==> src/rtl/marker_payload_capture_pkg.sv <==
// marker_payload_capture_pkg: state encodings and default parameters for the marker payload capture block
package marker_payload_capture_pkg;

    typedef enum logic [1:0] {
        ST_IDLE    = 2'd0,
        ST_CAPTURE = 2'd1,
        ST_HOLD    = 2'd2
    } state_t;

    localparam int DEF_PAYLOAD_W = 8;
    localparam int DEF_CNT_W     = 8;

endpackage

==> src/rtl/marker_payload_capture_sat_counter.sv <==
// sat_counter: up-counter that holds at all-ones and clears synchronously
module sat_counter #(
    parameter int W = 8
) (
    input  logic         clk,
    input  logic         clr,
    input  logic         inc,
    output logic [W-1:0] q
);

    logic [W-1:0] q_q;
    logic [W-1:0] q_d;

    // clear wins, otherwise count up until the value is all-ones
    always_comb q_d = clr ? '0 : (inc && q_q != '1) ? q_q + W'(1) : q_q;

    // counter register
    always_ff @(posedge clk) q_q <= q_d;

    assign q = q_q;

endmodule

==> src/rtl/marker_payload_capture.sv <==
// marker_payload_capture: captures PAYLOAD_W serial bits after each marker hit and offers them on a valid/ready port
module marker_payload_capture
    import marker_payload_capture_pkg::*;
#(
    parameter int PAYLOAD_W = DEF_PAYLOAD_W,
    parameter int CNT_W     = DEF_CNT_W
) (
    input  logic                 clk,
    input  logic                 reset,
    input  logic                 x,
    input  logic                 hit,
    output logic [PAYLOAD_W-1:0] data_out,
    output logic                 out_valid,
    input  logic                 out_ready,
    output logic                 busy,
    output logic [CNT_W-1:0]     drop_cnt,
    output logic                 overrun
);

    localparam int CW = $clog2(PAYLOAD_W + 1);
    localparam int SW = PAYLOAD_W > 1 ? PAYLOAD_W - 1 : 1;
    localparam logic [CW-1:0] ONE  = CW'(1);
    localparam logic [CW-1:0] LAST = CW'(PAYLOAD_W - 1);
    localparam bit ONEBIT = PAYLOAD_W == 1;

    state_t                 state_q, state_d;
    logic [CW-1:0]          cnt_q, cnt_d;
    logic [SW-1:0]          shreg_q, shreg_d;
    logic [PAYLOAD_W-1:0]   data_q, data_d;
    logic [PAYLOAD_W-1:0]   shifted;
    logic                   overrun_q, overrun_d;
    logic                   start;
    logic                   drop;

    if (ONEBIT) begin : g_one
        assign shifted = x;
    end else begin : g_wide
        assign shifted = {shreg_q, x};
    end

    assign start = hit && (state_q == ST_IDLE || (state_q == ST_HOLD && out_ready));
    assign drop  = hit && state_q == ST_HOLD && !out_ready;

    // next-state, shift register, bit counter and output word
    always_comb begin
        state_d   = state_q;
        cnt_d     = cnt_q;
        shreg_d   = shreg_q;
        data_d    = data_q;
        overrun_d = overrun_q | drop;
        case (state_q)
            ST_IDLE: state_d = ST_IDLE;
            ST_CAPTURE: begin
                shreg_d = shifted[SW-1:0];
                cnt_d   = cnt_q + ONE;
                data_d  = cnt_q == LAST ? shifted : data_q;
                state_d = cnt_q == LAST ? ST_HOLD : ST_CAPTURE;
            end
            ST_HOLD: state_d = out_ready ? ST_IDLE : ST_HOLD;
            default: state_d = ST_IDLE;
        endcase
        if (start) begin
            shreg_d = shifted[SW-1:0];
            cnt_d   = ONE;
            data_d  = ONEBIT ? shifted : data_d;
            state_d = ONEBIT ? ST_HOLD : ST_CAPTURE;
        end
        if (reset) begin
            state_d   = ST_IDLE;
            cnt_d     = '0;
            shreg_d   = '0;
            data_d    = '0;
            overrun_d = 1'b0;
        end
    end

    // state and datapath registers
    always_ff @(posedge clk) begin
        state_q   <= state_d;
        cnt_q     <= cnt_d;
        shreg_q   <= shreg_d;
        data_q    <= data_d;
        overrun_q <= overrun_d;
    end

    sat_counter #(.W(CNT_W)) u_drop_cnt (
        .clk (clk),
        .clr (reset),
        .inc (drop),
        .q   (drop_cnt)
    );

    assign data_out  = data_q;
    assign out_valid = state_q == ST_HOLD;
    assign busy      = state_q == ST_CAPTURE;
    assign overrun   = overrun_q;

endmodule

==> config.mk <==
export PLATFORM = sky130hd
export DESIGN_NAME = marker_payload_capture
export DESIGN_NICKNAME = d
export VERILOG_FILES = /design/src/rtl/marker_payload_capture_pkg.sv /design/src/rtl/marker_payload_capture_sat_counter.sv /design/src/rtl/marker_payload_capture.sv
export SDC_FILE = /design/constraint.sdc
export NUM_CORES = 1
export LEC_CHECK = 0
export CORE_MARGIN = 3
export CORE_UTILIZATION = 41
export DETAILED_ROUTE_END_ITERATION = 10
export HOLD_SLACK_MARGIN = 0.03
export PLACE_DENSITY = 0.61
export REMOVE_ABC_BUFFERS = 1
export SYNTH_ARGS = -nofsm -noshare
export SYNTH_HDL_FRONTEND = slang
export SYNTH_SLANG_ARGS = --single-unit
==> constraint.sdc <==
create_clock -name clk -period 2.2 [get_ports clk]
set_input_delay 0.44 -clock clk [delete_from_list [all_inputs] [get_ports clk]]
set_output_delay 0.44 -clock clk [all_outputs]
set_load 0.02 [all_outputs]
==> flow_summary.ini <==
[sta]
fmax_mhz = 484
setup_violations = 0
skew_ns = 0.00554
rsz0062_at_grt = no
hold_viol = 0
maxSlewViolCount = 0
fin_crit_sh = 0.940
fin_hold_ws_ns = 0.457
worst_pin_slew_ns = 0.515
finalCriticalPeriod_ns = 2.07
slew_headroom = 0.657
timing.setup.tns_ns = 0

[floorplanning]
dieWidth_um = 61.7
io_pins = 24
placementRows = 19
core_um2 = 2850
start_util = 0.446
die_y_um = 61.7
die-area_um2 = 3810

[finish]
fin_util = 0.556
fin_nets = 184
drive_gt1_frac = 0.0643
fill_cells = 280
diodes = 0
area_delta_synth_final_pct = 24.6

[pwr]
powerDensity_nw_per_um2 = 587
totalPowerFinal_mw = 0.931
leakage_nw = 0.586
vdd.ir_drop.worst_mv = 0.453

[synthesis]
async_reset_ff_frac = 0
syn_inst = 145
synth-seq-area-share = 0.472
synth.most_common_cell = dfxtp_1
synth_top_area_share = 0.472
synth_edf_count = 0
synthTopCellsByArea = dfxtp_1 (47%), mux2i_1 (7.9%), ha_1 (6.9%), nand2_1 (6.8%), nor2_1 (5.9%)
yosysWarnings = 0
synth_commonest_cells = dfxtp_1 (30), nand2_1 (23), nor2_1 (20)
synth_top_cell_by_area = dfxtp_1
synth-seq-cells = 30
ys_types = 27
netlist_area_um2 = 1270
ys.flop_type = dfxtp_1
synth_area_per_cell_um2 = 8.78

[global_routing]
grt_remaining_overflow = 0
grt_pass1_wl_um = 4340
antenna_found_initial = 0
grt_util_all_layers = 0.160
grt_max_degree = 22
grt_pass1_vias = 1020

[route]
antenna_left = 0
drt_iter0_drc = 65
drc_errors = 0
viasPerCell = 5.15
first_pass_iters = 4
vias = 1041
drt-wirelength-per-cell_um = 12.5
wirelength_um = 2530

[clock_network]
htreeDepth = 2
cts_root_buffer = clkbuf_4
cts_tree = done
clockBufferDepth = 2
cts_hold_buf = 0
clock_latency_ns = 0.33
numCtsBuffers = 5
cts.sinks = 30
cts_resized = 0
clkSlewWorstSetupHoldPaths_ns = 0.08
cts_setup_buffers = 0

[worst_hold_path]
hold_class = reg2reg

[setup_path]
cp_top_family = buffers and inverters
critPathArrivalTime_ns = 1.63
startpoint_type = flip-flop
slowest_stage = clkdlybuf4s50_1
slowest_delay_ns = 0.63
crit_buf_inv = 2
worstPathCellList = inv_1 -> ha_1 -> clkdlybuf4s50_1
worstSetupPathType = reg2out
critical_path_required_ns = 1.76
crit_fanout = 3
end_kind = output pin

[placement]
hpwl_um = 1890
portBuffers = 23
gp_congestion = 0.784

[run]
cap_violations = 0

[outcome]
run_status = completed
-- layer usage --
metal  GRT usage  vias up  wire, µm
li1            -      544         -
met1       0.182      468      1170
met2       0.253       24      1190
met3      0.0723        5       129
met4      0.0848        0        47
met5           0        -         0
-- layout by cell type, fill, tap and decap left out, types with 2 or more instances in the layout --
master,instances
o21ai_0,4
nand2_1,23
inv_1,3
a21oi_1,12
and3_1,2
dfxtp_1,30
clkbuf_4,5
xor2_1,4
nor2_1,20
clkdlybuf4s50_1,23
mux2i_1,10
nor3_1,6
ha_1,7
nand3_1,5
nand4_1,2
-- per-stage QoR --
stage	cell area (µm²)	std cells	worst slack, ns
global placement	1530	196	0.219
detailed placement	1530	196	0.214
global route	1590	202	0.0149
floorplan	1260	141	0.571
CTS	1590	202	0.101
finish	1590	202	0.133
-- flip-flops by register name, summed over array words and instances, names as in the netlist --
name          count
data_out          8
overrun           1
shreg_q           7
state_q           2
cnt_q             4
u_drop_cnt.q      8
-- tightest hold or removal path, delay by kind of cell, from the launching register on --
kind / cells / cell delay, ns
DFF: 1 / 0.32
and+or+nand+nor: 1 / 0.05
AOI/OAI and AO/OA: 1 / 0.05
-- where the power goes --
group	internal, mW	total [mW]	switching, mW	leakage, nW
logic	0.0273	0.0584	0.0310	0.314
registers	0.549	0.555	0.00537	0.242
clock network	0.144	0.318	0.174	0.0302
-- logic make-up (layout without fill, tap and decap cells) --
kind of cell,after synthesis,count (layout),share of synthesized area
AO/OA/AOI/OAI,21,21,0.0944
buffers and inverters,7,33,0.0206
flip-flops,30,30,0.472
multiplexers,10,10,0.0787
XOR/XNOR,5,5,0.0344
AND/OR/NAND/NOR,65,65,0.231
adder cells (fa/ha/maj),7,7,0.0688
-- area by class of cell --
cell class                      instances  area [µm²]  area share
Multi-Input combinational cell        108         646       0.407
Clock buffer                            6        51.3      0.0324
Timing Repair Buffer                   24         238       0.150
Sequential cell                        30         601       0.379
Tap cell                               31        38.8      0.0245
Inverter                                3        11.3     0.00710
-- path summary, 6_finish.rpt --
kind	slack, ns	startpoint	endpoint	cells after the start
min reg2reg	0.46	data_out[5]	data_out[5]	2
min	0.46	data_out[5]	data_out[5]	2
max	0.13	state_q[1]	busy	3
max reg2reg	0.50	state_q[0]	shreg_q[5]	6
Power figures use the tool's default switching activity.
